$ cat src/rtl/mem_arb_pkg.sv
// Shared definitions for the two-port memory arbiter.
//   arb_state_e : sequencer states (IDLE -> ACCESS -> RESP -> IDLE)
//   PORT_CPU/PORT_DMA : port indices as used by owner/last_grant
//   misaligned() : word-alignment test on the two address LSBs
package mem_arb_pkg;

  typedef enum logic [1:0] {
    IDLE   = 2'd0,
    ACCESS = 2'd1,
    RESP   = 2'd2
  } arb_state_e;

  localparam logic PORT_CPU = 1'b0;
  localparam logic PORT_DMA = 1'b1;

  function automatic logic misaligned(input logic [1:0] lsb);
    return lsb != 2'b00;
  endfunction

endpackage

$ cat src/rtl/rr_pick.sv
// Combinational winner select between two requesters.
//   req0/req1  : live requests
//   last_grant : port granted most recently
//   any        : at least one request present
//   winner     : port to grant (only meaningful when any=1)
// FAIR!=0 alternates on a tie; FAIR==0 always favours the CPU port.
module rr_pick
  import mem_arb_pkg::*;
#(
  parameter int FAIR = 1
) (
  input  logic req0,
  input  logic req1,
  input  logic last_grant,
  output logic any,
  output logic winner
);

  always_comb begin
    any    = req0 | req1;
    winner = PORT_CPU;
    if (req0 && req1) begin
      winner = (FAIR != 0) ? ~last_grant : PORT_CPU;
    end else if (req1) begin
      winner = PORT_DMA;
    end
  end

endmodule

$ cat src/rtl/mem_arbiter.sv
// Two-requester arbiter/sequencer for a single-port word memory
// (combinational read, write on posedge clk when mem_we=1).
//   clk, reset        : clock, async active-high reset
//   req/we/a/wd (x2)  : requests, held stable until the matching ack
//   ack/err/rd (x2)   : one-cycle completion, misalign flag, read data
//   mem_we/a/wd/rd    : memory interface
//   busy, owner       : sequencer active, currently/last granted port
// Every access takes IDLE -> ACCESS -> RESP, so one access per 3 cycles.
module mem_arbiter
  import mem_arb_pkg::*;
#(
  parameter int WIDTH = 32,
  parameter int FAIR  = 1
) (
  input  logic             clk,
  input  logic             reset,
  input  logic             req0,
  input  logic             we0,
  input  logic [WIDTH-1:0] a0,
  input  logic [WIDTH-1:0] wd0,
  output logic             ack0,
  output logic             err0,
  output logic [WIDTH-1:0] rd0,
  input  logic             req1,
  input  logic             we1,
  input  logic [WIDTH-1:0] a1,
  input  logic [WIDTH-1:0] wd1,
  output logic             ack1,
  output logic             err1,
  output logic [WIDTH-1:0] rd1,
  output logic             mem_we,
  output logic [WIDTH-1:0] mem_a,
  output logic [WIDTH-1:0] mem_wd,
  input  logic [WIDTH-1:0] mem_rd,
  output logic             busy,
  output logic             owner
);

  arb_state_e       state_q, state_d;
  logic             last_grant_q, last_grant_d;
  logic             owner_q, owner_d;
  logic             we_q, we_d;
  logic             err_q, err_d;
  logic [WIDTH-1:0] a_q, a_d;
  logic [WIDTH-1:0] wd_q, wd_d;
  logic [WIDTH-1:0] rd_q, rd_d;

  logic             any;
  logic             winner;
  logic             we_sel;
  logic [WIDTH-1:0] a_sel;
  logic [WIDTH-1:0] wd_sel;

  rr_pick #(.FAIR(FAIR)) u_pick (
    .req0       (req0),
    .req1       (req1),
    .last_grant (last_grant_q),
    .any        (any),
    .winner     (winner)
  );

  assign we_sel = winner ? we1 : we0;
  assign a_sel  = winner ? a1  : a0;
  assign wd_sel = winner ? wd1 : wd0;

  // Next state. Live request inputs are only looked at in IDLE; after the
  // grant everything runs from the latched copies.
  always_comb begin
    state_d      = state_q;
    last_grant_d = last_grant_q;
    owner_d      = owner_q;
    we_d         = we_q;
    err_d        = err_q;
    a_d          = a_q;
    wd_d         = wd_q;
    rd_d         = rd_q;
    unique case (state_q)
      IDLE: begin
        if (any) begin
          owner_d      = winner;
          last_grant_d = winner;
          we_d         = we_sel;
          a_d          = a_sel;
          wd_d         = wd_sel;
          err_d        = misaligned(a_sel[1:0]);
          state_d      = ACCESS;
        end
      end
      ACCESS: begin
        // rd_q holds its old value on writes and rejected reads.
        if (!we_q && !err_q) rd_d = mem_rd;
        state_d = RESP;
      end
      RESP:    state_d = IDLE;
      default: state_d = IDLE;
    endcase
  end

  always_ff @(posedge clk or posedge reset) begin
    if (reset) begin
      state_q      <= IDLE;
      last_grant_q <= PORT_DMA;  // so the CPU wins the first tie
      owner_q      <= PORT_CPU;
      we_q         <= 1'b0;
      err_q        <= 1'b0;
      a_q          <= '0;
      wd_q         <= '0;
      rd_q         <= '0;
    end else begin
      state_q      <= state_d;
      last_grant_q <= last_grant_d;
      owner_q      <= owner_d;
      we_q         <= we_d;
      err_q        <= err_d;
      a_q          <= a_d;
      wd_q         <= wd_d;
      rd_q         <= rd_d;
    end
  end

  // Outputs decode from registers only; since state_q clears asynchronously,
  // mem_we drops the moment reset is asserted.
  assign mem_we = (state_q == ACCESS) && we_q && !err_q;
  assign mem_a  = a_q;
  assign mem_wd = wd_q;
  assign ack0   = (state_q == RESP) && (owner_q == PORT_CPU);
  assign ack1   = (state_q == RESP) && (owner_q == PORT_DMA);
  assign err0   = ack0 && err_q;
  assign err1   = ack1 && err_q;
  assign rd0    = rd_q;
  assign rd1    = rd_q;
  assign busy   = (state_q != IDLE);
  assign owner  = owner_q;

endmodule
$ cat config.mk
export PLATFORM = sky130hd
export DESIGN_NAME = mem_arbiter
export DESIGN_NICKNAME = d
export VERILOG_FILES = /design/src/rtl/mem_arb_pkg.sv /design/src/rtl/rr_pick.sv /design/src/rtl/mem_arbiter.sv
export SDC_FILE = /design/constraint.sdc
export NUM_CORES = 1
export LEC_CHECK = 0
export CORE_MARGIN = 2
export CORE_UTILIZATION = 33
export DETAILED_ROUTE_END_ITERATION = 10
export PLACE_DENSITY = 0.82
export SLEW_MARGIN = 10
export SYNTH_ARGS = -nofsm -noshare
export SYNTH_HDL_FRONTEND = slang
export SYNTH_HIERARCHICAL = 1
export SYNTH_SLANG_ARGS = --single-unit
$ cat constraint.sdc
create_clock -name clk -period 3.7 [get_ports clk]
set_clock_uncertainty 0.2 [all_clocks]
set_input_delay 0.74 -clock clk [delete_from_list [all_inputs] [get_ports clk]]
set_output_delay 0.74 -clock clk [all_outputs]
set_load 0.01 [all_outputs]
==> results.py <==
metrics = {
    "run_status": {
        "status": "finished, final reports clean",
    },
    "die": {
        "pin_count": 301,
        "dieArea_um2": 15100,
        "chipWidth_um": 123,
        "core_um2": 13800,
        "fp.dieH_um": 123,
        "num_rows": 43,
        "initial_core_util_pct": 33.8,
    },
    "route": {
        "wl_met1_um": 4930,
        "vias_per_cell": 4.66,
        "dr_wl_met3_um": 1160,
        "drc_errors": 0,
        "wl_per_cell_um": 15.4,
        "via_count": 3944,
        "routed_wl_um": 13000,
        "initialDrtViolationCount": 110,
        "maxUsedRoutingLayer": "met4",
        "dr_wl_met2_um": 6620,
        "ant_nets": 0,
        "dr.pass1.iters": 4,
    },
    "synthesis": {
        "yosysSeqAreaShare_pct": 54.7,
        "yosysWarnings": 6,
        "synthFlopType": "dfrtp_1",
        "synth_compound_area_share_pct": 7.24,
        "synthTopCellsByArea": "dfrtp_1, mux2i_1, mux2_2",
        "async_reset_ff_share_pct": 100,
        "synth.top_cells.by_count": "dfrtp_1, a21oi_1, nor2_1, mux2i_1, mux2_2",
        "synthMuxAreaShare_pct": 22.4,
        "synth_top_family_by_area": "multiplexers",
        "yosysMostFrequentCell": "dfrtp_1",
        "synthesis.nets": 571,
        "yosys.area.top_type": "dfrtp_1",
        "synth_edf_count": 0,
        "synth_cells": 405,
        "syn_area_per_cell_um2": 11.5,
        "synthAdderAreaFrac_pct": 0,
        "synth-simple-area-share_pct": 7.35,
        "ys_ff_latch": 102,
        "synth.top_cell.area_share_pct": 54.2,
        "synth.cell_area_um2": 4670,
        "ys_types": 21,
        "synth_xor_area_share_pct": 0,
    },
    "cts": {
        "ctsResizeCount": 0,
        "cts_buffer_depth": 2,
        "h-tree-depth": 3,
        "hold_buffers": 0,
        "cts_tree": "yes",
        "clkSinkCount": 102,
        "worstSkewPairLatency_ns": 0.34,
        "clk_pin_slew_worst_paths_ns": 0.07,
        "cts-root-buf": "clkbuf_16",
        "cts_setup_buffers": 0,
        "cts_inserted_buffers": 9,
    },
    "critical_path": {
        "cp.required_ns": 2.76,
        "reg2reg_to": "rd0[1]$_DFFE_PP0P_",
        "end_kind": "primary output",
        "critPathArrivalTime_ns": 1.83,
        "startpoint": "state_q[1]$_DFFE_PP0P_",
        "rr_worst_depth": 4,
        "reg2reg_slack_ns": 1.76,
        "worst-path-max-fanout": 5,
        "start_kind": "flip-flop",
        "endpoint": "err0",
        "critical_path_class": "reg -> out",
        "r2r-start": "state_q[0]$_DFFE_PP0P_",
    },
    "power": {
        "power_frac_seq_pct": 33.4,
        "switching_share_pct": 33.3,
        "powerDensity_nw_per_um2": 767,
        "p_comb_share_pct": 50.4,
        "ir_drop_mv": 0.453,
        "intPower_w": 0.00405,
        "p_clk_share_pct": 16.2,
        "p_switching_w": 0.00203,
        "leakagePower_nw": 3.26,
    },
    "grt": {
        "grt_pass1_vias": 3856,
        "grt_max_degree": 76,
        "grt-ovfl-total": 0,
        "grt_antenna_before_repair": 0,
        "grt_pass1_wl_um": 19300,
        "grt_use_total_pct": 16.7,
    },
    "finish": {
        "nFillCells": 1118,
        "area_growth_pct": 69.8,
        "n_antenna_cell": 0,
        "final_layout_size_suffix_gt1_share_pct": 9.00,
        "instances_no_fill": 847,
        "nNetsFinal": 829,
    },
    "placed_design": {
        "dp_hpwl_um": 10100,
        "portBuffers": 300,
        "place.gp.congestion": 0.741,
        "place_inst": 832,
    },
    "timing": {
        "tns_ns": 0,
        "layout_min_cycle_time_ns": 2.77,
        "fin_crit_sh_pct": 74.9,
        "hold_viol_final": 0,
        "slew_headroom_pct": 62.7,
        "setup_violations": 0,
        "rsz0062_at_grt": "false",
        "slew_violations": 0,
        "max_freq_mhz": 361,
        "worstMarginPinSlew_ns": 0.559,
    },
    "run": {
        "cap_viol_max_count": 0,
    },
    "hold_path": {
        "min_path_type": "reg -> reg",
    },
}
## layer usage
metal	vias to the layer above	track usage [%]
met2	198	30.2
met1	1855	18.0
met4	0	7.26
met3	23	4.80
met5	-	0
li1	1868	-
## kinds of logic after synthesis
group,after synthesis
flip-flops,102
AO/OA/AOI/OAI,67
AND/OR/NAND/NOR,77
multiplexers,100
buffers and inverters,59
## worst min path at each step
stage / start / endpoint / slack (ns) / depth (start not counted)
finish: mem_wd[24]$_DFFE_PP0P_ / mem_wd[24]$_DFFE_PP0P_ / 0.32 / 2
floorplan: state_q[1]$_DFFE_PP0P_ / state_q[1]$_DFFE_PP0P_ / 0.29 / 1
detailed placement: mem_wd[24]$_DFFE_PP0P_ / mem_wd[24]$_DFFE_PP0P_ / 0.32 / 2
CTS: mem_wd[18]$_DFFE_PP0P_ / mem_wd[18]$_DFFE_PP0P_ / 0.33 / 2
global route: mem_wd[24]$_DFFE_PP0P_ / mem_wd[24]$_DFFE_PP0P_ / 0.34 / 2
global placement: mem_wd[18]$_DFFE_PP0P_ / mem_wd[18]$_DFFE_PP0P_ / 0.31 / 2
## worst max-delay path, stage by stage (launching register included)
cell	delay, ns
dfrtp_1	0.48
nor3b_1	0.30
and2_1	0.18
clkdlybuf4s50_1	0.53
## through the flow
| stage | power, W | worst slack [ns] | utilization, % | hold slack [ns] | area [um2] |
|---|---|---|---|---|---|
| 2_1_floorplan | 0.00350 | 0.0862 | - | 0.288 | 4670 |
| 3_5_place_dp | 0.00514 | 0.941 | 55.1 | 0.316 | 7620 |
| 5_1_grt | 0.00647 | 0.805 | 57.3 | 0.339 | 7920 |
| 6_report | 0.00608 | 0.928 | 57.3 | 0.325 | 7920 |
| 3_3_place_gp | 0.00507 | 0.968 | 55.1 | 0.306 | 7620 |
| 4_1_cts | 0.00616 | 0.878 | 57.3 | 0.331 | 7920 |
## cell usage in the layout, fill, tap and decap left out, types with 2 or more instances in the layout
cell,synthesis,layout
a21oi_1,66,66
and2_1,2,2
and3b_1,2,2
buf_12,0,4
bufinv_16,0,2
clkbuf_1,6,2
clkbuf_16,0,9
clkdlybuf4s50_1,0,300
dfrtp_1,101,101
mux2_2,35,35
mux2i_1,65,65
nor2_1,66,66
## state kept, by name, indices dropped and copies added, names as in the netlist
name          count
rd0              32
state_q           2
mem_a            32
mem_wd           32
last_grant_q      1
we_q              1
err_q             1
owner             1
## area by class of cell
class,count,area [um2],area share [%]
repair buffers,305,3090,39.0
flip-flops and latches,102,2550,32.2
multi-input cells,244,1740,22.0
clock buffers,11,233,2.94
well taps,180,225,2.84
clock inverters,4,72.6,0.916
inverters,1,6.26,0.0790
## power by group through the flow
stage,sequential [W],combinational (W),clock [W]
finish,0.00203,0.00306,0.000987
global placement,0.00202,0.00305,0
CTS,0.00204,0.00310,0.00102
detailed placement,0.00205,0.00309,0
floorplan,0.00223,0.00127,0
global route,0.00211,0.00329,0.00107
Note: power is estimated with default switching activity, not from simulation.
